### config.mk
export PLATFORM = sky130hd
export DESIGN_NAME = upe_mul_magsign32_flat
export DESIGN_NICKNAME = d
export VERILOG_FILES = /design/src/rtl/upe_mul_magsign32_if.sv /design/src/rtl/upe_mul_magsign32.sv /design/src/flat_wrapper.sv
export SDC_FILE = /design/constraint.sdc
export NUM_CORES = 1
export LEC_CHECK = 0
export CAP_MARGIN = 15
export CORE_MARGIN = 4
export CORE_UTILIZATION = 45
export DETAILED_ROUTE_END_ITERATION = 6
export GPL_ROUTABILITY_DRIVEN = 0
export GPL_TIMING_DRIVEN = 0
export PLACE_DENSITY = 0.71
export SETUP_SLACK_MARGIN = 0.5
export SYNTH_ARGS = -nofsm -noshare
export SYNTH_HDL_FRONTEND = slang
export SYNTH_SLANG_ARGS = --single-unit
### constraint.sdc
create_clock -name clk -period 7.55 [get_ports clk]
set_input_delay 1.8875 -clock clk [delete_from_list [all_inputs] [get_ports clk]]
set_output_delay 1.8875 -clock clk [all_outputs]
set_load 0.1 [all_outputs]
### src/rtl/upe_mul_magsign32_if.sv
// Handshake and operand/result bundle for the sequential magnitude/sign multiplier.
// The requester drives start/a/b; the multiplier returns busy/done/mag/sign.
interface upe_mul_magsign32_if;
  logic        start;
  logic [31:0] a;
  logic [31:0] b;
  logic        busy;
  logic        done;
  logic [63:0] mag;
  logic        sign;

  modport master (
    output start,
    output a,
    output b,
    input  busy,
    input  done,
    input  mag,
    input  sign
  );

  modport slave (
    input  start,
    input  a,
    input  b,
    output busy,
    output done,
    output mag,
    output sign
  );
endinterface

### src/rtl/upe_mul_magsign32.sv
// Sequential 32x32 signed multiplier that returns the product as a 64-bit unsigned
// magnitude plus a separate sign. The latency is a fixed 32-cycle shift-and-add.
module upe_mul_magsign32 (
  input  logic               clk,
  input  logic               reset,
  upe_mul_magsign32_if.slave bus
);

  typedef enum logic [1:0] {
    S_IDLE = 2'd0,
    S_RUN  = 2'd1,
    S_DONE = 2'd2
  } state_t;

  state_t      r_state;
  state_t      w_state_nxt;
  logic [4:0]  r_cnt;
  logic [63:0] r_p;
  logic [63:0] r_m;
  logic [31:0] r_q;
  logic        r_sgn;
  logic [63:0] r_mag;
  logic        r_sign;
  logic        w_accept;
  logic        w_last;
  logic [63:0] w_p_nxt;
  logic        w_busy;
  logic        w_done;

  // Two's-complement magnitude; 0x80000000 maps to 2^31 when read unsigned.
  function automatic logic [31:0] f_mag(input logic signed [31:0] x);
    logic [31:0] r;
    if (x[31]) r = ~x + 32'd1;
    else       r = x;
    return r;
  endfunction

  // A zero operand always gives a positive result, so there is no negative zero.
  function automatic logic f_sign(input logic signed [31:0] x, input logic signed [31:0] y);
    logic r;
    if ((x == 32'sd0) || (y == 32'sd0)) r = 1'b0;
    else                                r = x[31] ^ y[31];
    return r;
  endfunction

  assign w_accept = (r_state == S_IDLE) && bus.start;
  assign w_last   = (r_state == S_RUN) && (r_cnt == 5'd31);
  assign w_p_nxt  = r_q[0] ? (r_p + r_m) : r_p;

  always_ff @(posedge clk) begin
    if (reset) r_state <= S_IDLE;
    else       r_state <= w_state_nxt;
  end

  always_comb begin
    w_state_nxt = r_state;
    w_busy      = 1'b0;
    w_done      = 1'b0;
    case (r_state)
      S_IDLE: begin
        if (bus.start) w_state_nxt = S_RUN;
      end
      S_RUN: begin
        w_busy = 1'b1;
        if (r_cnt == 5'd31) w_state_nxt = S_DONE;
      end
      S_DONE: begin
        w_busy      = 1'b1;
        w_done      = 1'b1;
        w_state_nxt = S_IDLE;
      end
      default: w_state_nxt = S_IDLE;
    endcase
  end

  // Datapath: capture operands on accept, then one add/shift per RUN cycle.
  always_ff @(posedge clk) begin
    if (reset) begin
      r_cnt  <= '0;
      r_p    <= '0;
      r_m    <= '0;
      r_q    <= '0;
      r_sgn  <= 1'b0;
      r_mag  <= '0;
      r_sign <= 1'b0;
    end else if (w_accept) begin
      r_m   <= {32'h0, f_mag(bus.a)};
      r_q   <= f_mag(bus.b);
      r_p   <= '0;
      r_cnt <= '0;
      r_sgn <= f_sign(bus.a, bus.b);
    end else if (r_state == S_RUN) begin
      r_p   <= w_p_nxt;
      r_m   <= {r_m[62:0], 1'b0};
      r_q   <= {1'b0, r_q[31:1]};
      r_cnt <= r_cnt + 5'd1;
      if (w_last) begin
        r_mag  <= w_p_nxt;
        r_sign <= r_sgn;
      end
    end
  end

  assign bus.busy = w_busy;
  assign bus.done = w_done;
  assign bus.mag  = r_mag;
  assign bus.sign = r_sign;

endmodule

### src/flat_wrapper.sv
// flat-port wrapper written by rule: the top's interface ports become plain ports
module upe_mul_magsign32_flat 
  (clk, reset, bus_start, bus_a, bus_b, bus_busy, bus_done, bus_mag, bus_sign);
  upe_mul_magsign32_if bus_i ();
  input  logic clk;
  input  logic reset;
  input wire logic [$bits(bus_i.start)-1:0] bus_start;
  input wire logic [$bits(bus_i.a)-1:0] bus_a;
  input wire logic [$bits(bus_i.b)-1:0] bus_b;
  output wire logic [$bits(bus_i.busy)-1:0] bus_busy;
  output wire logic [$bits(bus_i.done)-1:0] bus_done;
  output wire logic [$bits(bus_i.mag)-1:0] bus_mag;
  output wire logic [$bits(bus_i.sign)-1:0] bus_sign;
  assign bus_i.start = bus_start;
  assign bus_i.a = bus_a;
  assign bus_i.b = bus_b;
  assign bus_busy = bus_i.busy;
  assign bus_done = bus_i.done;
  assign bus_mag = bus_i.mag;
  assign bus_sign = bus_i.sign;
  upe_mul_magsign32 u_core (.clk(clk), .reset(reset), .bus(bus_i));
endmodule
### After elaboration in Yosys (flattened, before gate mapping)

Index checks and enable logic that the tools add are counted.

* bits in latches: 0
* memory bits (writable): 0
* output and inout bits: 67
* bits in registers: 233
* memories kept: 0
* input bits: 67
* memory bits (read-only): 0
* word-level logic and storage cells: 46

* multiplexer cells: 13
* reduce and logical (&&, ||, !) cells: 11
* eq/ne operators: 5
* div/mod/pow operators: 0
* multipliers: 0
* magnitude comparators: 0
* $add $sub $neg: 4
* bitwise logic cells: 4
* shift operators: 0

Operator list (number)
* 32-bit 2-to-1 mux: 6
* 32-bit by 1-bit adder with 32-bit output (second input constant): 2
* 64-bit adder: 1
* 32-bit logical NOT: 2
* 64-bit 2-to-1 mux: 1
* 32-bit inverter: 2
* 5-bit by 1-bit adder with 5-bit output (second input constant): 1
* 5-bit equality test (second input constant): 1
* 2-bit 2-to-1 mux: 2
* 2-bit one-hot mux with 2 select lines: 1
* 2-bit OR reduction: 2
* 1-bit 2-to-1 mux: 3
* 3-bit AND reduction: 1
* 2-bit by 1-bit equality test with 1-bit output (second input constant): 1
* 2-bit equality test (second input constant): 1
* 1-bit logical AND: 2
* 2-bit logical NOT: 1
* 2-bit by 1-bit != test with 1-bit output (second input constant): 1
* 2-bit != test (second input constant): 1
* 2-bit AND reduction: 1
* 2-bit nonzero test: 1
* 1-bit logical OR: 1
* 1-bit inverter: 1
* 1-bit bitwise XOR: 1

### Longest topological paths before layout

Gate-level depths: netlist of the first run.

* depth in word-level cells: 4
* mapped depth: 11
* mapped depth without buffers: 11

### Least setup slack after synthesis of the first run

No wires, ideal clock.

* path type: input to register
* start: input port bus_a[1]
* end: register u_core.r_m[30]
* data required time: 7.464 ns
* library setup time: 0.086 ns
* cell stages on the path: 11
* arrival time: 4.499 ns
* slack: 2.966 ns
* cell sequence: inv_1 -> ha_1 -> or3b_1 -> nor4_2 -> nand3_1 -> or4_1 -> or4_1 -> or2_1 -> o31ai_1 -> xor2_1 -> a211oi_1

* longest elaborated chain between the ends: 4

RTL lines
* start, declared: RTL line flat_wrapper.sv:8 `input wire logic [$bits(bus_i.a)-1:0] bus_a;`
* 32-bit inverter: RTL line upe_mul_magsign32.sv:33 `if (x[31]) r = ~x + 32'd1;`
* 32-bit by 1-bit adder with 32-bit output: RTL line upe_mul_magsign32.sv:33
* 32-bit 2-to-1 mux: RTL line upe_mul_magsign32.sv:33
* 32-bit 2-to-1 mux: RTL line upe_mul_magsign32.sv:86 `end else if (w_accept) begin`
* end signal, assigned: RTL line upe_mul_magsign32.sv:87 `r_m <= {32'h0, f_mag(bus.a)};`
* end signal, assigned: RTL line upe_mul_magsign32.sv:94 `r_m <= {r_m[62:0], 1'b0};`
* end, declared: RTL line upe_mul_magsign32.sv:19 `logic [63:0] r_m;`

No other way between the ends.
A chain may end at the register's enable or synchronous reset.

### Final worst setup path of the first run

* start: input port bus_a[0]
* end: register u_core.r_m[30]

Same word-level chain as after synthesis.

==> impl_metrics.json, run 1 <==
{
  "status": "finished, final reports clean",
  "peakVddDrop_mv": 0.156,
  "netlist.area_leader.share": 0.317,
  "maxSlewViolCount": 0,
  "final-setup-viol-count": 0,
  "met2_usage": 0.423,
  "fin_setup_tns_ns": 0,
  "drive_gt1_frac": 0.0360,
  "yosys.area_share.xor_xnor": 0.0660,
  "synth-compound-area-share": 0.255,
  "startpoint": "bus_a[0]",
  "ys_seq_elements": 233,
  "grt-busiest-layer": "met2",
  "vias": 14617,
  "synthAdderAreaFrac": 0.0617,
  "hold_ws_ns": 0.473,
  "report.final.hold_viol_count": 0,
  "critical_path_class": "input port to flop",
  "start_util": 0.461,
  "cp-end-kind": "flop",
  "cts_buffers": 26,
  "synth_area_um2": 14700,
  "num_rows": 65,
  "cts_tree": "yes",
  "pwr_density_cell_nw_per_um2": 184,
  "ys_warn_count": 0,
  "ant_nets": 0,
  "met3_usage": 0.0446,
  "dp_hpwl_um": 37000,
  "die_w_um": 189,
  "fin_crit_sh": 0.650,
  "grt_pass1_wl_um": 75600,
  "total_leakage_power_nw": 6.33,
  "fp.dieArea_um2": 35700,
  "wl_um": 48500,
  "finalNetCount": 2128,
  "syn-num-nets": 1967,
  "hp-class": "flop to flop",
  "synth_top_family_by_area": "compound AO/OA/AOI/OAI gates",
  "viasPerCell": 6.01,
  "drtIter0Drc": 1290,
  "dp_slack_ns": 2.06,
  "h-tree-depth": 1,
  "rr_startpoint": "u_core.r_m[22]",
  "clockBufferDepth": 3,
  "ys.flop_type": "dfxtp_1",
  "clkSinkCount": 233,
  "relSlewSlack": 0.320,
  "total_power_mw": 3.19,
  "place.port_buffers": 132,
  "synth_area_leaders": "dfxtp_1, mux2i_1, a211oi_1",
  "ctsHoldBuffers": 0,
  "critPathMaxFanout": 5,
  "clk_pin_slew_ns": 0.05,
  "synth_common_cells": "dfxtp_1, nor2_1, a21oi_1, nand2_1, a211oi_1",
  "worst_slew_pin_slew_ns": 1.02,
  "post_cts_resized": 0,
  "yosysTopAreaCell": "dfxtp_1",
  "postSynthCellCount": 1828,
  "synth-edff-count": 0,
  "synth.avg_cell_area_um2": 8.06,
  "skew_ns": 0.0144,
  "yosysMostFrequentCell": "dfxtp_1",
  "layout_setup_ws_ns": 2.64,
  "final_core_util": 0.543,
  "grt_max_degree": 13,
  "synth_cell_types": 75,
  "async_flop_share": 0,
  "drc": 0,
  "first_global_vias": 13803,
  "clock.fmax_mhz": 204,
  "yosys.area_share.simple": 0.182,
  "rsz0062_at_grt": "no",
  "track_usage": 0.260,
  "cap_violations": 0,
  "ioPinCount": 134,
  "antenna_found_initial": 0,
  "coreArea_um2": 32000,
  "synth.area.mux_share": 0.0750,
  "grt_overflow": 0,
  "period_needed_ns": 4.91,
  "root_buffer": "clkbuf_16",
  "drt-wirelength-per-cell_um": 19.9,
  "crit_arrival_ns": 5.30,
  "startpoint_type": "input port",
  "dr.pass1.iters": 5,
  "cts_setup_buffers": 0,
  "clkLatencyLatePin_ns": 0.54,
  "use_met1": 0.347,
  "required_ns": 7.94,
  "ys_seq_area_frac": 0.317,
  "fp.dieH_um": 189,
  "hp-start": "u_core.r_sgn",
  "area_delta_synth_final_pct": 17.7
}
-- worst max-delay path: stages --
cell and delay, ns:
clkdlybuf4s50_1 0.48, inv_1 0.09, ha_1 0.15, or3b_1 0.43
nor4_2 0.28, nand3_1 0.18, or4_1 0.44, or4_1 0.46
or2_1 0.28, o31ai_1 0.26, xor2_1 0.24, a211oi_1 0.11
-- sequential cells by signal, indices dropped and copies added, names as in the netlist --
register and flops:
u_core.bus.mag 64, u_core.r_m 64, u_core.r_p 64, u_core.r_q 32, u_core.r_cnt 5, u_core.r_state 2
u_core.bus.sign 1, u_core.r_sgn 1
-- final cells by class --
class | instances | area (um2)
multi-input combinational | 1435 | 9410
inverter | 29 | 109
sequential | 233 | 4660
timing repair buffer | 133 | 1330
buffer | 131 | 543
antenna | 1 | 2.50
tap | 435 | 544
fill | 3063 | 14600
clock buffer | 34 | 722
clock inverter | 3 | 17.5
-- stage by stage --
stage / cell area [um2] / cells
after floorplan: 14700 / 1828
after global placement: 16600 / 2395
after detailed placement: 16600 / 2396
after CTS: 17300 / 2433
after global routing: 17300 / 2433
final: 17300 / 2434
-- worst paths after layout --
kind	endpoint	slack, ns	cells past startpoint
min	u_core.bus.sign	0.47	2
max	u_core.r_m[30]	2.64	12
max reg2reg	u_core.bus.mag[54]	3.50	11
min reg2reg	u_core.bus.sign	0.47	2
-- kinds of logic (layout without fill, tap and decap cells) --
family                   count (synthesis)  in the layout
AO/OA/AOI/OAI                          579            579
AND/OR/NAND/NOR                        563            563
flip-flops                             233            233
buffers and inverters                  160            330
XOR/XNOR                               111            111
multiplexers                           110            110
adder cells (fa/ha/maj)                 72             72
other                                    0              1
-- report_power, final --
part | switching [mW] | internal [mW] | leakage [nW] | total [mW]
combinational | 0.431 | 0.254 | 4.07 | 0.685
clock | 0.504 | 0.658 | 0.361 | 1.16
sequential | 0.0546 | 1.29 | 1.89 | 1.35
total | 0.990 | 2.20 | 6.33 | 3.19
-- cell usage in the layout, fill, tap and decap left out, types with 10 or more instances in the layout --
cell type,count
dfxtp_1,233
nor2_1,212
a21oi_1,153
nand2_1,141
clkdlybuf4s50_1,132
a211oi_1,127
o21ai_0,115
clkbuf_1,111
mux2i_1,107
xnor2_1,76
ha_1,71
a21o_1,39
nand3_1,37
xor2_1,35
nand4_1,30
inv_1,28
clkbuf_16,27
o31ai_1,26
o21bai_1,22
a31oi_1,22
nor3_1,21
nor2b_1,19
buf_1,18
or3_1,18
nand2b_1,16
and2_1,11
or4_1,11
and4_1,10
-- per-layer routing --
| layer | vias to the layer above | wire length [um] |
|---|---|---|
| met2 | 650 | 21600 |
| met3 | 120 | 4310 |
| met1 | 6831 | 20800 |
| met5 | - | 0 |
| li1 | 7016 | - |
| met4 | 0 | 1830 |
(Power assumes the default switching activity.)
==> run 2: changes to the inputs <==
==> constraint.sdc (replaced) <==
create_clock -name clk -period 4.85 [get_ports clk]
set_input_delay 1.2125 -clock clk [delete_from_list [all_inputs] [get_ports clk]]
set_output_delay 1.2125 -clock clk [all_outputs]
set_load 0.1 [all_outputs]
==> impl_metrics.json, run 2 (same netlist as run 1, synthesis figures left out) <==
{
  "status": "finished, final reports clean",
  "hp-start": "u_core.r_sgn",
  "final_common_cell": "dfxtp_1",
  "grt_max_degree": 13,
  "rsz0062_at_grt": "yes",
  "ctsHoldBuffers": 0,
  "clock.fmax_mhz": 239,
  "clkSinkCount": 233,
  "worst_r2r_path_depth": 11,
  "antenna_found_initial": 0,
  "drc": 0,
  "crit_family": "simple AND/OR/NAND/NOR gates",
  "track_usage": 0.260,
  "place.port_buffers": 132,
  "viasPerCell": 6.02,
  "grt_overflow": 0,
  "relSlewSlack": 0.320,
  "finalNetCount": 2128,
  "sw_frac_of_total": 0.310,
  "p_int_mw": 3.43,
  "clockBufferDepth": 3,
  "startpoint_type": "input port",
  "seqPwrFrac": 0.421,
  "vias": 14639,
  "wl_um": 48600,
  "final_cell_mix": "dfxtp_1, nor2_1, a21oi_1",
  "period_needed_ns": 4.18,
  "cts_tree": "yes",
  "num_antenna_cells": 0,
  "fin_crit_sh": 0.862,
  "total_leakage_power_nw": 6.33,
  "worst_slew_pin_slew_ns": 1.02,
  "drtIter0Drc": 1275,
  "clk_pin_slew_ns": 0.06,
  "drive_gt1_frac": 0.0370,
  "start_util": 0.461,
  "cp_num_buf_inv": 2,
  "dp_hpwl_um": 37000,
  "fin_setup_tns_ns": 0,
  "clkLatencyLatePin_ns": 0.55,
  "skew_ns": 0.0142,
  "fp.dieH_um": 189,
  "total_power_mw": 4.97,
  "ioPinCount": 134,
  "combPwrFrac": 0.214,
  "pwr_density_cell_nw_per_um2": 287,
  "crit_top_cell": "or4_1",
  "rr_startpoint": "u_core.r_m[22]",
  "hold_path_end": "u_core.bus.sign",
  "fillCellCount": 3060,
  "hp-class": "flop to flop",
  "cap_violations": 0,
  "area_delta_synth_final_pct": 17.8,
  "final-setup-viol-count": 0,
  "required_ns": 5.24,
  "maxSlewViolCount": 0,
  "drt-wirelength-per-cell_um": 20.0,
  "cpPeakStageDelay_ns": 0.48,
  "fp.dieArea_um2": 35700,
  "switching_power_mw": 1.54,
  "grt_pass1_wl_um": 75600,
  "coreArea_um2": 32000,
  "ant_nets": 0,
  "reg2reg_slack_ns": 0.90,
  "peakVddDrop_mv": 0.246,
  "root_buffer": "clkbuf_16",
  "dr.pass1.iters": 6,
  "num_rows": 65,
  "critPathMaxFanout": 5,
  "first_global_vias": 13803,
  "critical_path_class": "input port to flop",
  "crit_slowest_cell": "clkdlybuf4s50_1",
  "report.final.hold_viol_count": 0,
  "r2r-end": "u_core.bus.mag[54]",
  "path_cells": "clkdlybuf4s50_1 > inv_1 > ha_1 > or3b_4 > nor4_4 > nand3_1 > or4_1 > or4_1 > or2_1 > o31ai_1 > xor2_1 > a211oi_1",
  "h-tree-depth": 1,
  "die_w_um": 189,
  "cp-end-kind": "flop",
  "pwr-share-clk": 0.364,
  "crit_arrival_ns": 4.57,
  "hold_depth": 2,
  "cts_buffers": 26
}
[run 2: metal layers]
metal	track usage	wire, um
met1	0.347	20500
met2	0.423	21500
met3	0.0446	4570
met4	0.0947	2030
met5	0	0
[run 2: area by class of cell]
cell class / instances / area, um2 / share of cell area
inverter: 29 / 109 / 0.00627
timing repair buffer: 133 / 1330 / 0.0764
multi-input combinational: 1435 / 9430 / 0.543
clock inverter: 3 / 17.5 / 0.00101
clock buffer: 34 / 722 / 0.0416
buffer: 131 / 543 / 0.0313
tap: 435 / 544 / 0.0314
sequential: 233 / 4660 / 0.269
[run 2: power by group through the flow]
| stage | logic, mW | clock network, mW | registers [mW] |
|---|---|---|---|
| finish | 1.07 | 1.81 | 2.10 |
| global placement | 1.03 | 0 | 2.13 |
| detailed placement | 1.04 | 0 | 2.13 |
| floorplan | 0.729 | 0 | 2.10 |
| CTS | 1.05 | 1.84 | 2.09 |
| global route | 1.16 | 1.91 | 2.10 |
[run 2: worst max path at each step]
stage / from / end / slack (ns) / depth (start not counted)
after floorplan: bus_a[1] / u_core.r_m[30] / 0.94 / 11
after CTS: bus_a[0] / u_core.r_m[30] / 0.60 / 12
after detailed placement: bus_a[0] / u_core.r_m[30] / 0.04 / 12
after global routing: bus_a[0] / u_core.r_m[30] / 0.49 / 12
after global placement: bus_a[0] / u_core.r_m[30] / 0.08 / 12
final: bus_a[0] / u_core.r_m[30] / 0.67 / 12
[run 2: worst reg2reg max path: stages, from the launching register on]
cell and delay (ns):
dfxtp_1 0.35, ha_1 0.29, clkbuf_1 0.28, nand2_1 0.14, nor4_1 0.54, nand2_1 0.12, a21oi_1 0.53, o2111ai_1 0.29
a31oi_1 0.62, a31oi_1 0.27, mux2i_1 0.17, o221a_2 0.25
[run 2: metrics by stage]
step	util	cells	cell area [um2]	setup WS (ns)	hold slack (ns)
floorplan	-	1828	14700	0.941	0.432
global placement	0.519	2395	16600	0.0828	0.453
detailed placement	0.519	2396	16600	0.0370	0.466
CTS	0.542	2433	17300	0.603	0.469
global route	0.543	2433	17400	0.485	0.494
finish	0.543	2433	17400	0.671	0.476
[run 2: what timing repair did]
action,4_1_cts,5_1_grt
gates resized for setup,0,3
buffers inserted,0,0
endpoints found under the setup margin,0,2
